## src/rtl/timer_arbiter_pkg.sv

```systemverilog
// Shared types and helpers for the tick-countdown arbiter and its round-robin picker.
package timer_arbiter_pkg;

    typedef enum logic [1:0] {
        IDLE = 2'd0,
        RUN  = 2'd1,
        DONE = 2'd2
    } tarb_state_t;

    localparam int TARB_NUM_REQ = 4;
    localparam int TARB_DELAY_W = 8;
    localparam int TARB_MAX_REQ = 8;
    localparam int TARB_SEL_W   = 3;

    // Callers truncate the result to their own requester count.
    function automatic logic [TARB_MAX_REQ-1:0] onehot(input logic [TARB_SEL_W-1:0] idx);
        return TARB_MAX_REQ'(1) << idx;
    endfunction

endpackage

```

## src/rtl/timer_arbiter_if.sv

```systemverilog
// Requester/timer side bundle of the countdown arbiter.
interface timer_arbiter_if
    import timer_arbiter_pkg::*;
#(
    parameter int NUM_REQ = TARB_NUM_REQ,
    parameter int DELAY_W = TARB_DELAY_W
);
    logic                       tick;
    logic [NUM_REQ-1:0]         req;
    logic [NUM_REQ*DELAY_W-1:0] delay;
    logic [NUM_REQ-1:0]         grant;
    logic [NUM_REQ-1:0]         done;
    logic                       busy;
    logic [DELAY_W-1:0]         remaining;

    modport master (
        output tick, req, delay,
        input  grant, done, busy, remaining
    );

    modport slave (
        input  tick, req, delay,
        output grant, done, busy, remaining
    );
endinterface

```

## src/rtl/timer_arbiter_rr_arbiter.sv

```systemverilog
// Combinational round-robin picker: first set request above the last winner, wrapping.
module rr_arbiter #(
    parameter int NUM_REQ = 4,
    parameter int IDX_W   = 2
) (
    input  logic [NUM_REQ-1:0] req,
    input  logic [IDX_W-1:0]   last,
    output logic [IDX_W-1:0]   winner,
    output logic               valid
);
    logic [IDX_W-1:0]   cand [NUM_REQ];
    logic [NUM_REQ-1:0] hit;

    // cand[gi] is the requester sitting gi+1 places after the last winner.
    genvar gi;
    generate
        for (gi = 0; gi < NUM_REQ; gi++) begin : g_cand
            logic [IDX_W:0] sum;
            assign sum       = {1'b0, last} + (IDX_W+1)'(gi + 1);
            assign cand[gi]  = (sum >= (IDX_W+1)'(NUM_REQ)) ?
                               IDX_W'(sum - (IDX_W+1)'(NUM_REQ)) : sum[IDX_W-1:0];
            assign hit[gi]   = req[cand[gi]];
        end
    endgenerate

    always_comb begin
        winner = last;
        valid  = 1'b0;
        for (int k = NUM_REQ - 1; k >= 0; k--) begin
            if (hit[k]) begin
                winner = cand[k];
                valid  = 1'b1;
            end
        end
    end
endmodule

```

## src/rtl/timer_arbiter.sv

```systemverilog
// Shares the timer tick among requesters: grants one, counts its delay in ticks, pulses done.
module timer_arbiter
    import timer_arbiter_pkg::*;
#(
    parameter int NUM_REQ = TARB_NUM_REQ,
    parameter int DELAY_W = TARB_DELAY_W
) (
    input  logic           clk,
    input  logic           rst,
    timer_arbiter_if.slave bus
);
    localparam int IDX_W = (NUM_REQ > 1) ? $clog2(NUM_REQ) : 1;

    tarb_state_t        state_reg, state_next;
    logic [IDX_W-1:0]   owner_reg, owner_next;
    logic [IDX_W-1:0]   last_reg, last_next;
    logic [DELAY_W-1:0] count_reg, count_next;
    logic [NUM_REQ-1:0] grant_reg, grant_next;
    logic [NUM_REQ-1:0] done_reg, done_next;
    logic               busy_reg, busy_next;
    logic [DELAY_W-1:0] remaining_reg, remaining_next;
    logic [NUM_REQ-1:0] owner_hot;
    logic [IDX_W-1:0]   winner;
    logic               win_valid;
    logic [DELAY_W-1:0] delay_slice [NUM_REQ];

    genvar gi;
    generate
        for (gi = 0; gi < NUM_REQ; gi++) begin : g_slice
            assign delay_slice[gi] = bus.delay[gi*DELAY_W +: DELAY_W];
        end
    endgenerate

    rr_arbiter #(
        .NUM_REQ (NUM_REQ),
        .IDX_W   (IDX_W)
    ) u_rr (
        .req    (bus.req),
        .last   (last_reg),
        .winner (winner),
        .valid  (win_valid)
    );

    always_ff @(posedge clk) begin
        if (rst) begin
            state_reg     <= IDLE;
            owner_reg     <= '0;
            last_reg      <= IDX_W'(NUM_REQ - 1);
            count_reg     <= '0;
            grant_reg     <= '0;
            done_reg      <= '0;
            busy_reg      <= 1'b0;
            remaining_reg <= '0;
        end else begin
            state_reg     <= state_next;
            owner_reg     <= owner_next;
            last_reg      <= last_next;
            count_reg     <= count_next;
            grant_reg     <= grant_next;
            done_reg      <= done_next;
            busy_reg      <= busy_next;
            remaining_reg <= remaining_next;
        end
    end

    // Abandon outranks a coincident tick; a zero delay finishes without waiting for one.
    always_comb begin
        state_next = state_reg;
        owner_next = owner_reg;
        last_next  = last_reg;
        count_next = count_reg;
        case (state_reg)
            IDLE: begin
                if (win_valid) begin
                    state_next = RUN;
                    owner_next = winner;
                    count_next = delay_slice[winner];
                end
            end
            RUN: begin
                if (!bus.req[owner_reg]) begin
                    state_next = IDLE;
                    last_next  = owner_reg;
                    count_next = '0;
                end else if (count_reg == '0) begin
                    state_next = DONE;
                end else if (bus.tick) begin
                    count_next = count_reg - DELAY_W'(1);
                    if (count_reg == DELAY_W'(1)) begin
                        state_next = DONE;
                    end
                end
            end
            DONE: begin
                state_next = IDLE;
                last_next  = owner_reg;
                count_next = '0;
            end
            default: begin
                state_next = IDLE;
            end
        endcase
    end

    // Outputs are decoded from the next state so they leave the module straight from flops.
    always_comb begin
        owner_hot      = NUM_REQ'(onehot(TARB_SEL_W'(owner_next)));
        busy_next      = (state_next != IDLE);
        grant_next     = busy_next ? owner_hot : '0;
        done_next      = (state_next == DONE) ? owner_hot : '0;
        remaining_next = busy_next ? count_next : '0;
    end

    assign bus.grant     = grant_reg;
    assign bus.done      = done_reg;
    assign bus.busy      = busy_reg;
    assign bus.remaining = remaining_reg;

endmodule

```

## src/flat_wrapper.sv

```systemverilog
// flat-port wrapper written by rule: the top's interface ports become plain ports
module timer_arbiter_flat import timer_arbiter_pkg::*;
#(
    parameter int NUM_REQ = TARB_NUM_REQ,
    parameter int DELAY_W = TARB_DELAY_W
)
  (clk, rst, bus_tick, bus_req, bus_delay, bus_grant, bus_done, bus_busy, bus_remaining);
  timer_arbiter_if #(.NUM_REQ(NUM_REQ), .DELAY_W(DELAY_W)) bus_i ();
  input  logic clk;
  input  logic rst;
  input wire logic [$bits(bus_i.tick)-1:0] bus_tick;
  input wire logic [$bits(bus_i.req)-1:0] bus_req;
  input wire logic [$bits(bus_i.delay)-1:0] bus_delay;
  output wire logic [$bits(bus_i.grant)-1:0] bus_grant;
  output wire logic [$bits(bus_i.done)-1:0] bus_done;
  output wire logic [$bits(bus_i.busy)-1:0] bus_busy;
  output wire logic [$bits(bus_i.remaining)-1:0] bus_remaining;
  assign bus_i.tick = bus_tick;
  assign bus_i.req = bus_req;
  assign bus_i.delay = bus_delay;
  assign bus_grant = bus_i.grant;
  assign bus_done = bus_i.done;
  assign bus_busy = bus_i.busy;
  assign bus_remaining = bus_i.remaining;
  timer_arbiter #(.NUM_REQ(NUM_REQ), .DELAY_W(DELAY_W)) u_core (.clk(clk), .rst(rst), .bus(bus_i));
endmodule
```

## config.mk

```make
export PLATFORM = sky130hd
export DESIGN_NAME = timer_arbiter_flat
export DESIGN_NICKNAME = d
export VERILOG_FILES = /design/src/rtl/timer_arbiter_pkg.sv /design/src/rtl/timer_arbiter_if.sv /design/src/rtl/timer_arbiter_rr_arbiter.sv /design/src/rtl/timer_arbiter.sv /design/src/flat_wrapper.sv
export SDC_FILE = /design/constraint.sdc
export NUM_CORES = 1
export LEC_CHECK = 0
export ABC_AREA = 1
export CORE_AREA = 2 2 70 72
export CTS_BUF_LIST = sky130_fd_sc_hd__clkbuf_2
export CTS_CLUSTER_DIAMETER = 30
export DETAILED_ROUTE_END_ITERATION = 16
export DIE_AREA = 0 0 72 74
export GPL_TIMING_DRIVEN = 1
export PLACE_DENSITY = 0.85
export SLEW_MARGIN = 10
export SYNTH_ARGS = -nofsm -noshare
export SYNTH_HDL_FRONTEND = slang
export SYNTH_HIERARCHICAL = 1
export SYNTH_SLANG_ARGS = --single-unit
```

## constraint.sdc

```tcl
create_clock -name clk -period 2 [get_ports clk]
set_input_delay 0.4 -clock clk [delete_from_list [all_inputs] [get_ports clk]]
set_output_delay 0.4 -clock clk [all_outputs]
set_load 0.03 [all_outputs]
```

==> reports/qor.yml, run 1 <==
logic_synthesis:
  ys_ff_latch: 31
  synth.top_cells.by_area: "sky130_fd_sc_hd__dfxtp_1 (31%), sky130_fd_sc_hd__nand2_1 (17%), sky130_fd_sc_hd__nor2_1 (10%), sky130_fd_sc_hd__inv_1 (8.3%), sky130_fd_sc_hd__nand3_1 (6.6%)"
  synth_top_cell_area_share: 0.313
  synth-simple-area-share: 0.445
  post_synthesis_compound_gate_area_fraction: 0.108
  syn-cell-area_sq_mm: 0.00199
  synth_seq_area_share: 0.313
  yosys.area.top_type: "sky130_fd_sc_hd__dfxtp_1"
  synth-adder-area-share: 0.0126
  synth_area_per_cell_sq_um: 6.09
  synth-warning-count: 6
  post_synth_inst_count: 326
  xor_xnor_share_of_the_synthesized_area: 0
  syn_nets: 367
  netlist-cell-type-count: 26
  synth_mux_area_frac: 0
  combinational_family_with_the_most_area_after_synthesis: "simple AND/OR/NAND/NOR gates"
cts:
  tritoncts.num_buffers: 5
  clk-insertion-delay-late_ns: 0.38
  cts.root.buffer_cell: "sky130_fd_sc_hd__clkbuf_2"
  cts_post_setup_buffers_inserted: 0
  cts_tree: "built"
  cts_sinks: 31
  cts_max_path_buffers: 2
  htree_num_levels: 2
  ctsHoldBuffers: 0
  clkSlewWorstSetupHoldPaths_ns: 0.17
timing:
  final_min_period_over_clock_period: 0.999
  hold_viol_final: 0
  setup_slack_ns: 0.00196
  whs_ns: 0.553
  slew-limit-headroom: 0.785
  period_needed_ns: 2.00
  achievable-frequency_mhz: 500
  worst_pin_slew_ns: 0.322
  timing.final.setup_violations: 0
  grt_setup_unrepaired: "true"
  slew_viol_final: 0
  worst_clock_skew_ns: 0.0102
worst_setup_path:
  worst-r2r-cell-count: 20
  cp_max_fo: 11
  crit_top_cell: "sky130_fd_sc_hd__nand2_1"
  endpoint_kind: "flop"
  critical_path.cell_chain: "buf_12, inv_8, nand2_2, nand2_2, nand2_1, nand2_2, inv_2, nand2_1, nand2_1, nand2_1, inv_2, buf_6, nor2_2, nor2_1, o21ai_1, o21ai_1, nand2_1, o21ai_0, nor2_1, nor2_1"
  reg2reg_slack_ns: 0.002
  critical_path_buf_inv_count: 5
  path_class: "flop to flop"
  critical-path-top-delay-family: "simple AND/OR/NAND/NOR gates"
  critPathArrivalTime_ns: 2.29
  crit_path_top_delay_cell: "sky130_fd_sc_hd__dfxtp_2"
  critPathLaunchType: "flop"
  worst_path_largest_cell_delay_ns: 0.36
  regToRegEndpoint: "u_core/bus.remaining[3]"
  cp_data_required_time_ns: 2.29
  reg2reg_from: "u_core/last_reg[0]"
grt:
  antenna_violations_before_repair: 0
  gr-usage-all-layers: 0.212
  maximum_number_of_pins_on_one_net_before_global_route_repair: 18
  grt_remaining_overflow: 0
  grt_pass1_vias: 2136
  grt_pass1_wl_microns: 8870
place:
  detailedPlacementHpwl_microns: 4100
  gp_routability_congestion: 0.909
  worst_setup_slack_before_clock_tree_synthesis_ns: -0.506
  port-buffer-count: 55
die:
  io-pin-count: 56
  die_height_microns: 74
  fp.coreArea_sq_mm: 0.00460
  die-width_microns: 72
  die_area_sq_mm: 0.00533
  initial_core_util: 0.432
  number_of_placement_rows: 25
route:
  drt.antenna.violating_nets: 0
  detail_route.wirelength_microns: 5550
  routedWlPerCell_microns: 12.2
  remaining_drc_errors: 0
  drt-initial-drc-count: 175
  route.detailed.vias_per_inst: 4.93
  firstDrtPassIters: 4
  via_count: 2242
layout:
  finish.utilization: 0.625
  post_route_cells_drive_above_1_share: 0.195
  mostFrequentLayoutCells: "sky130_fd_sc_hd__nand2_1 (86), sky130_fd_sc_hd__clkdlybuf4s50_1 (52), sky130_fd_sc_hd__nor2_1 (52)"
  synthToLayoutAreaGrowth_pct: 44.7
  n_fill_cell: 408
  finish.net_count: 441
  multi_input_comb_area_sq_mm: 0.00116
  seqCellArea_sq_um: 623
  antenna-diode-count: 0
  layout.cells.most_common: "sky130_fd_sc_hd__nand2_1"
worst_hold_path:
  hold_end: "u_core/last_reg[1]"
  hold_path.startpoint: "u_core/last_reg[1]"
  hp-class: "flop to flop"
  hold_path_depth: 2
run_status:
  run_status: "finished clean"
power_and_ir_drop:
  total_power_mw: 4.89
  power_density_mw_per_mm2: 1700
  power.static_leakage_nw: 1.41
  irDropWorstVdd_v: 0.000776
flow_run:
  cap_violations: 0
cell families (layout without fill, tap and decap cells):
kind of cell / count (synthesis) / after routing
AND/OR/NAND/NOR: 199 / 199
buffers and inverters: 55 / 130
AO/OA/AOI/OAI: 39 / 39
flip-flops: 31 / 31
adder cells (fa/ha/maj): 2 / 2
layer usage:
layer,track usage,part of all wire
met2,0.347,0.46
met1,0.258,0.45
met5,0,0
met4,0.113,0.021
met3,0.0542,0.069
layout make-up:
class / count / area share
Tap cell: 54 / 0.0235
Multi-Input combinational cell: 240 / 0.405
Sequential cell: 31 / 0.217
Timing Repair Buffer: 75 / 0.258
Clock inverter: 3 / 0.0235
Inverter: 47 / 0.0640
Clock buffer: 5 / 0.00871
what timing repair did:
action / in CTS / in global routing
setup endpoints to repair: 17 / 25
pin swaps: 6 / 4
resized for setup: 12 / 25
cloned: 0 / 1
synth_stat cells (all sizes together):
library cell / n
a21oi: 7
buf: 6
clkbuf: 2
dfxtp: 31
ha: 2
inv: 47
nand2: 102
nand3: 29
nor2: 66
nor3: 1
o211ai: 4
o21a: 1
o21ai: 25
o22ai: 2
or2: 1
power breakdown:
part	total, mW	internal (mW)	switching [mW]
combinational	3.38	1.33	2.05
clock	0.563	0.336	0.227
sequential	0.944	0.811	0.134
total	4.89	2.48	2.41
stage by stage:
step                setup TNS (ns)  instances  cell area (sq um)
global route                 -1.73        455               2870
floorplan                        0        326               1990
finish                           0        455               2870
global placement             -8.81        446               2730
detailed placement          -10.78        446               2730
CTS                              0        454               2820
worst reg2reg max path: stages, from the launching register on:
cell                      delay (ns)
sky130_fd_sc_hd__dfxtp_2        0.36
sky130_fd_sc_hd__buf_12         0.14
sky130_fd_sc_hd__inv_8          0.08
sky130_fd_sc_hd__nand2_2        0.05
sky130_fd_sc_hd__nand2_2        0.08
sky130_fd_sc_hd__nand2_1        0.08
sky130_fd_sc_hd__nand2_2        0.09
sky130_fd_sc_hd__inv_2          0.04
sky130_fd_sc_hd__nand2_1        0.05
sky130_fd_sc_hd__nand2_1        0.05
sky130_fd_sc_hd__nand2_1        0.06
sky130_fd_sc_hd__inv_2          0.06
sky130_fd_sc_hd__buf_6          0.13
sky130_fd_sc_hd__nor2_2         0.11
sky130_fd_sc_hd__nor2_1         0.04
sky130_fd_sc_hd__o21ai_1        0.06
sky130_fd_sc_hd__o21ai_1        0.07
sky130_fd_sc_hd__nand2_1        0.06
sky130_fd_sc_hd__o21ai_0        0.08
sky130_fd_sc_hd__nor2_1         0.16
sky130_fd_sc_hd__nor2_1         0.06
worst max path at each step:
stage | end | startpoint | cells past startpoint | slack, ns
detailed placement | u_core/count_reg[0] | bus_req[1] | 19 | -0.51
finish | u_core/bus.remaining[3] | u_core/last_reg[0] | 20 | 0.002
floorplan | u_core/count_reg[1] | u_core/last_reg[0] | 20 | 0.03
CTS | u_core/bus.done[1] | u_core/last_reg[1] | 12 | 0.002
global route | u_core/bus.remaining[3] | u_core/last_reg[0] | 19 | -0.17
global placement | u_core/bus.remaining[5] | bus_req[3] | 19 | -0.41
Note: power is estimated with default switching activity, not from simulation.
==> run 2: changes to the inputs <==
--- a/config.mk
+++ b/config.mk
@@ -12,9 +12,8 @@
 export DETAILED_ROUTE_END_ITERATION = 16
 export DIE_AREA = 0 0 72 74
 export GPL_TIMING_DRIVEN = 1
-export PLACE_DENSITY = 0.85
+export PLACE_DENSITY = 0.84
 export SLEW_MARGIN = 10
 export SYNTH_ARGS = -nofsm -noshare
 export SYNTH_HDL_FRONTEND = slang
-export SYNTH_HIERARCHICAL = 1
 export SYNTH_SLANG_ARGS = --single-unit
==> reports/qor.yml, run 2 <==
logic_synthesis:
  syn-cell-area_sq_mm: 0.00194  # -2.1%
  post_synth_inst_count: 312  # -4.3%
  yosys.area.top_type: "sky130_fd_sc_hd__dfxtp_1"
  netlist-cell-type-count: 32  # +23%
  synth-warning-count: 0  # -6
  synth_seq_area_share: 0.319  # +0.00684
  ys_top_cells_by_count: "sky130_fd_sc_hd__nand2_1 (94), sky130_fd_sc_hd__nand3_1 (45), sky130_fd_sc_hd__inv_1 (35)"
  library_cell_with_the_highest_instance_count_after_synthesis: "sky130_fd_sc_hd__nand2_1"
  synthArstFlopShare: 0  # unchanged
  syn_nets: 354  # -3.5%
  ys_ff_latch: 31  # unchanged
  synth_area_per_cell_sq_um: 6.23  # +2.2%
  synth.top_cells.by_area: "sky130_fd_sc_hd__dfxtp_1 (32%), sky130_fd_sc_hd__nand2_1 (18%), sky130_fd_sc_hd__nand3_1 (12%), sky130_fd_sc_hd__inv_1 (6.8%), sky130_fd_sc_hd__nor2_1 (6.4%)"
  synth-edff-count: 0  # unchanged
  synth-main-ff-cell: "sky130_fd_sc_hd__dfxtp_1"
  synth_top_cell_area_share: 0.319  # +0.00684
worst_setup_path:
  cp.depth: 16  # -20%
  cp_data_required_time_ns: 2.25  # -0.04 ns
  crit_path_top_delay_cell: "sky130_fd_sc_hd__dfxtp_4"
  worst_setup_path_startpoint: "u_core.last_reg[0]"
  worst_path_largest_cell_delay_ns: 0.41  # +0.05 ns
  critical_path.endpoint: "u_core.bus.remaining[5]"
  reg2reg_from: "u_core.last_reg[0]"
  reg2reg_slack_ns: -0.02  # -0.02 ns
  regToRegEndpoint: "u_core.bus.remaining[5]"
  critPathArrivalTime_ns: 2.27  # -0.02 ns
  crit_top_cell: "sky130_fd_sc_hd__nand2_1"
  endpoint_kind: "flop"
  critical-path-top-delay-family: "simple AND/OR/NAND/NOR gates"
  critPathLaunchType: "flop"
  cp_max_fo: 5  # -6
  path_class: "flop to flop"
  critical_path_buf_inv_count: 3  # -2
  critical_path.cell_chain: "buf_6, o21ai_4, nand2_2, nand2_2, clkinv_4, nand3_4, buf_12, nand2_8, nand2_1, nand3_2, nand2_1, nand2_1, nand2_1, nand2_1, nand2_1, nor2_1"
  worst-r2r-cell-count: 16  # -20%
run_status:
  violations: "setup timing"
  run_status: "finished, violations left"
timing:
  slew_viol_final: 0  # unchanged
  worst_pin_slew_ns: 0.374  # +0.0529 ns
  period_needed_ns: 2.02  # +0.0195 ns
  setup_slack_ns: -0.0175  # -0.0195 ns
  grt_setup_unrepaired: "true"
  final_min_period_over_clock_period: 1.01  # +0.00974
  whs_ns: 0.518  # -0.0353 ns
  slew-limit-headroom: 0.748  # -0.0369
  worst_clock_skew_ns: 0.0178  # +0.00759 ns
  hold_viol_final: 0  # unchanged
  achievable-frequency_mhz: 496  # -0.97%
  timing.final.setup_violations: 2  # +2
power_and_ir_drop:
  irDropWorstVdd_v: 0.000617  # -20%
  power_density_mw_per_mm2: 1740  # +2.3%
  total_power_mw: 5.43  # +11%
  power.static_leakage_nw: 1.50  # +6.2%
route:
  remaining_drc_errors: 0  # unchanged
  drt-initial-drc-count: 182  # +4.0%
  firstDrtPassIters: 5  # +1
  detail_route.wirelength_microns: 6130  # +11%
  via_count: 2366  # +5.5%
  route.detailed.vias_per_inst: 5.21  # +5.8%
  drt.antenna.violating_nets: 0  # unchanged
  routedWlPerCell_microns: 13.5  # +11%
die:
  initial_core_util: 0.423  # -0.00925
  number_of_placement_rows: 25  # unchanged
  fp.coreArea_sq_mm: 0.00460  # unchanged
  die-width_microns: 72  # unchanged
  io-pin-count: 56  # unchanged
  die_height_microns: 74  # unchanged
  die_area_sq_mm: 0.00533  # unchanged
place:
  gp_routability_congestion: 0.897  # -1.4%
  placement.cell_area_sq_mm: 0.00270  # -0.87%
  port-buffer-count: 55  # unchanged
  detailedPlacementHpwl_microns: 4050  # -1.4%
  placed_cells_incl_taps: 437  # -2.0%
layout:
  finish.utilization: 0.678  # +0.0528
  layout.cells.most_common: "sky130_fd_sc_hd__nand2_1"
  post_route_cells_drive_above_1_share: 0.235  # +0.0405
  design_area_sq_mm: 0.00312  # +8.4%
  n_fill_cell: 354  # -13%
  multi_input_comb_area_sq_mm: 0.00136  # +16%
  finish.net_count: 441  # unchanged
  seqCellArea_sq_um: 628  # +0.80%
  mostFrequentLayoutCells: "sky130_fd_sc_hd__nand2_1 (76), sky130_fd_sc_hd__clkdlybuf4s50_1 (51), sky130_fd_sc_hd__nand3_1 (40)"
  synthToLayoutAreaGrowth_pct: 60.4
  final-instance-count-excl-fill: 454  # -0.22%
  antenna-diode-count: 0  # unchanged
cts:
  cts_max_path_buffers: 2  # unchanged
  clk-insertion-delay-late_ns: 0.36  # -0.02 ns
  cts_sinks: 31  # unchanged
  cts_tree: "built"
  clkSlewWorstSetupHoldPaths_ns: 0.17  # about the same
  htree_num_levels: 2  # unchanged
  tritoncts.num_buffers: 5  # unchanged
  cts.root.buffer_cell: "sky130_fd_sc_hd__clkbuf_2"
worst_hold_path:
  hp-class: "flop to flop"
grt:
  antenna_violations_before_repair: 0  # unchanged
  gr-usage-all-layers: 0.199  # -0.0127
  maximum_number_of_pins_on_one_net_before_global_route_repair: 18  # unchanged
  grt_pass1_vias: 2051  # -4.0%
  grt_remaining_overflow: 0  # unchanged
  grt_pass1_wl_microns: 8420  # -5.1%
flow_run:
  cap_violations: 0  # unchanged
-- run 2: cell count changes in the layout (fill, tap and decap cells not counted), moves of 3 or more --
cell,delta
sky130_fd_sc_hd__nand2_4,+9
sky130_fd_sc_hd__nor2_2,-10
sky130_fd_sc_hd__inv_1,-5
sky130_fd_sc_hd__nand3_1,+18
sky130_fd_sc_hd__inv_2,-4
sky130_fd_sc_hd__nor2_1,-19
sky130_fd_sc_hd__nand2_8,+3
sky130_fd_sc_hd__dlymetal6s2s_1,+3
sky130_fd_sc_hd__o21ai_1,-12
sky130_fd_sc_hd__xor2_1,+4
sky130_fd_sc_hd__nand3_2,-3
sky130_fd_sc_hd__buf_4,+7
sky130_fd_sc_hd__o21ai_0,+6
sky130_fd_sc_hd__nand2_1,-10
-- run 2: metrics by stage --
step                TNS [ns]  setup slack (ns)
detailed placement     -9.26            -0.404
global placement       -7.48            -0.326
floorplan                  0             0.269
CTS                        0            0.0127
global route          -0.859            -0.122
finish               -0.0193           -0.0175
-- run 2: area by class of cell --
| type | instances | area share |
|---|---|---|
| timing repair inverter | 1 | 0.00241 |
| tap | 54 | 0.0217 |
| multi-input combinational | 237 | 0.435 |
| inverter | 40 | 0.0562 |
| clock buffer | 5 | 0.00803 |
| timing repair buffer | 83 | 0.263 |
| sequential | 31 | 0.202 |
| clock inverter | 3 | 0.0124 |
-- run 2: logic make-up (layout without fill, tap and decap cells) --
group	Yosys count	count (layout)	share of synthesized area
xor gates and xnor gates	4	4	0.0180
AOI/OAI and AO/OA	34	35	0.102
DFF	31	31	0.319
and+or+nand+nor	193	195	0.437
adders and majority gates	3	3	0.0193
buffers and inverters	47	132	0.104
-- run 2: layer usage --
layer	wire, microns	up-vias	GRT usage	part of all wire
li1	-	1175	-	-
met4	146	0	0.0985	0.024
met1	2450	1076	0.230	0.40
met2	3160	99	0.349	0.52
met5	0	-	0	0
met3	375	16	0.0461	0.061
-- run 2: timing repair --
action                     4_1_cts  5_1_grt
pin swaps                        0       21
cloned                           0        4
setup endpoints to repair        2       25
gates resized for setup          1       63
setup buffers                    0        5
hold endpoints to repair         0        0
hold buffers                     0        0
-- run 2: worst register-to-register path: stages, from the launching register on --
cell	delay [ns]
sky130_fd_sc_hd__dfxtp_4	0.41
sky130_fd_sc_hd__buf_6	0.14
sky130_fd_sc_hd__o21ai_4	0.16
sky130_fd_sc_hd__nand2_2	0.07
sky130_fd_sc_hd__nand2_2	0.09
sky130_fd_sc_hd__clkinv_4	0.11
sky130_fd_sc_hd__nand3_4	0.15
sky130_fd_sc_hd__buf_12	0.13
sky130_fd_sc_hd__nand2_8	0.05
sky130_fd_sc_hd__nand2_1	0.10
sky130_fd_sc_hd__nand3_2	0.09
sky130_fd_sc_hd__nand2_1	0.11
sky130_fd_sc_hd__nand2_1	0.06
sky130_fd_sc_hd__nand2_1	0.07
sky130_fd_sc_hd__nand2_1	0.05
sky130_fd_sc_hd__nand2_1	0.09
sky130_fd_sc_hd__nor2_1	0.04
-- run 2: power by group --
group	switching (mW)	internal, mW
logic	2.42	1.63
clock network	0.213	0.206
registers	0.141	0.817
-- run 2: worst min path at each step --
stage / depth (start not counted) / slack, ns / from / end
3_3_place_gp: 2 / 0.50 / u_core.owner_reg[1] / u_core.last_reg[1]
6_report: 2 / 0.52 / u_core.owner_reg[1] / u_core.last_reg[1]
4_1_cts: 2 / 0.53 / u_core.owner_reg[1] / u_core.last_reg[1]
5_1_grt: 2 / 0.54 / u_core.owner_reg[1] / u_core.last_reg[1]
2_1_floorplan: 2 / 0.47 / u_core.owner_reg[1] / u_core.last_reg[1]
3_5_place_dp: 2 / 0.51 / u_core.owner_reg[1] / u_core.last_reg[1]
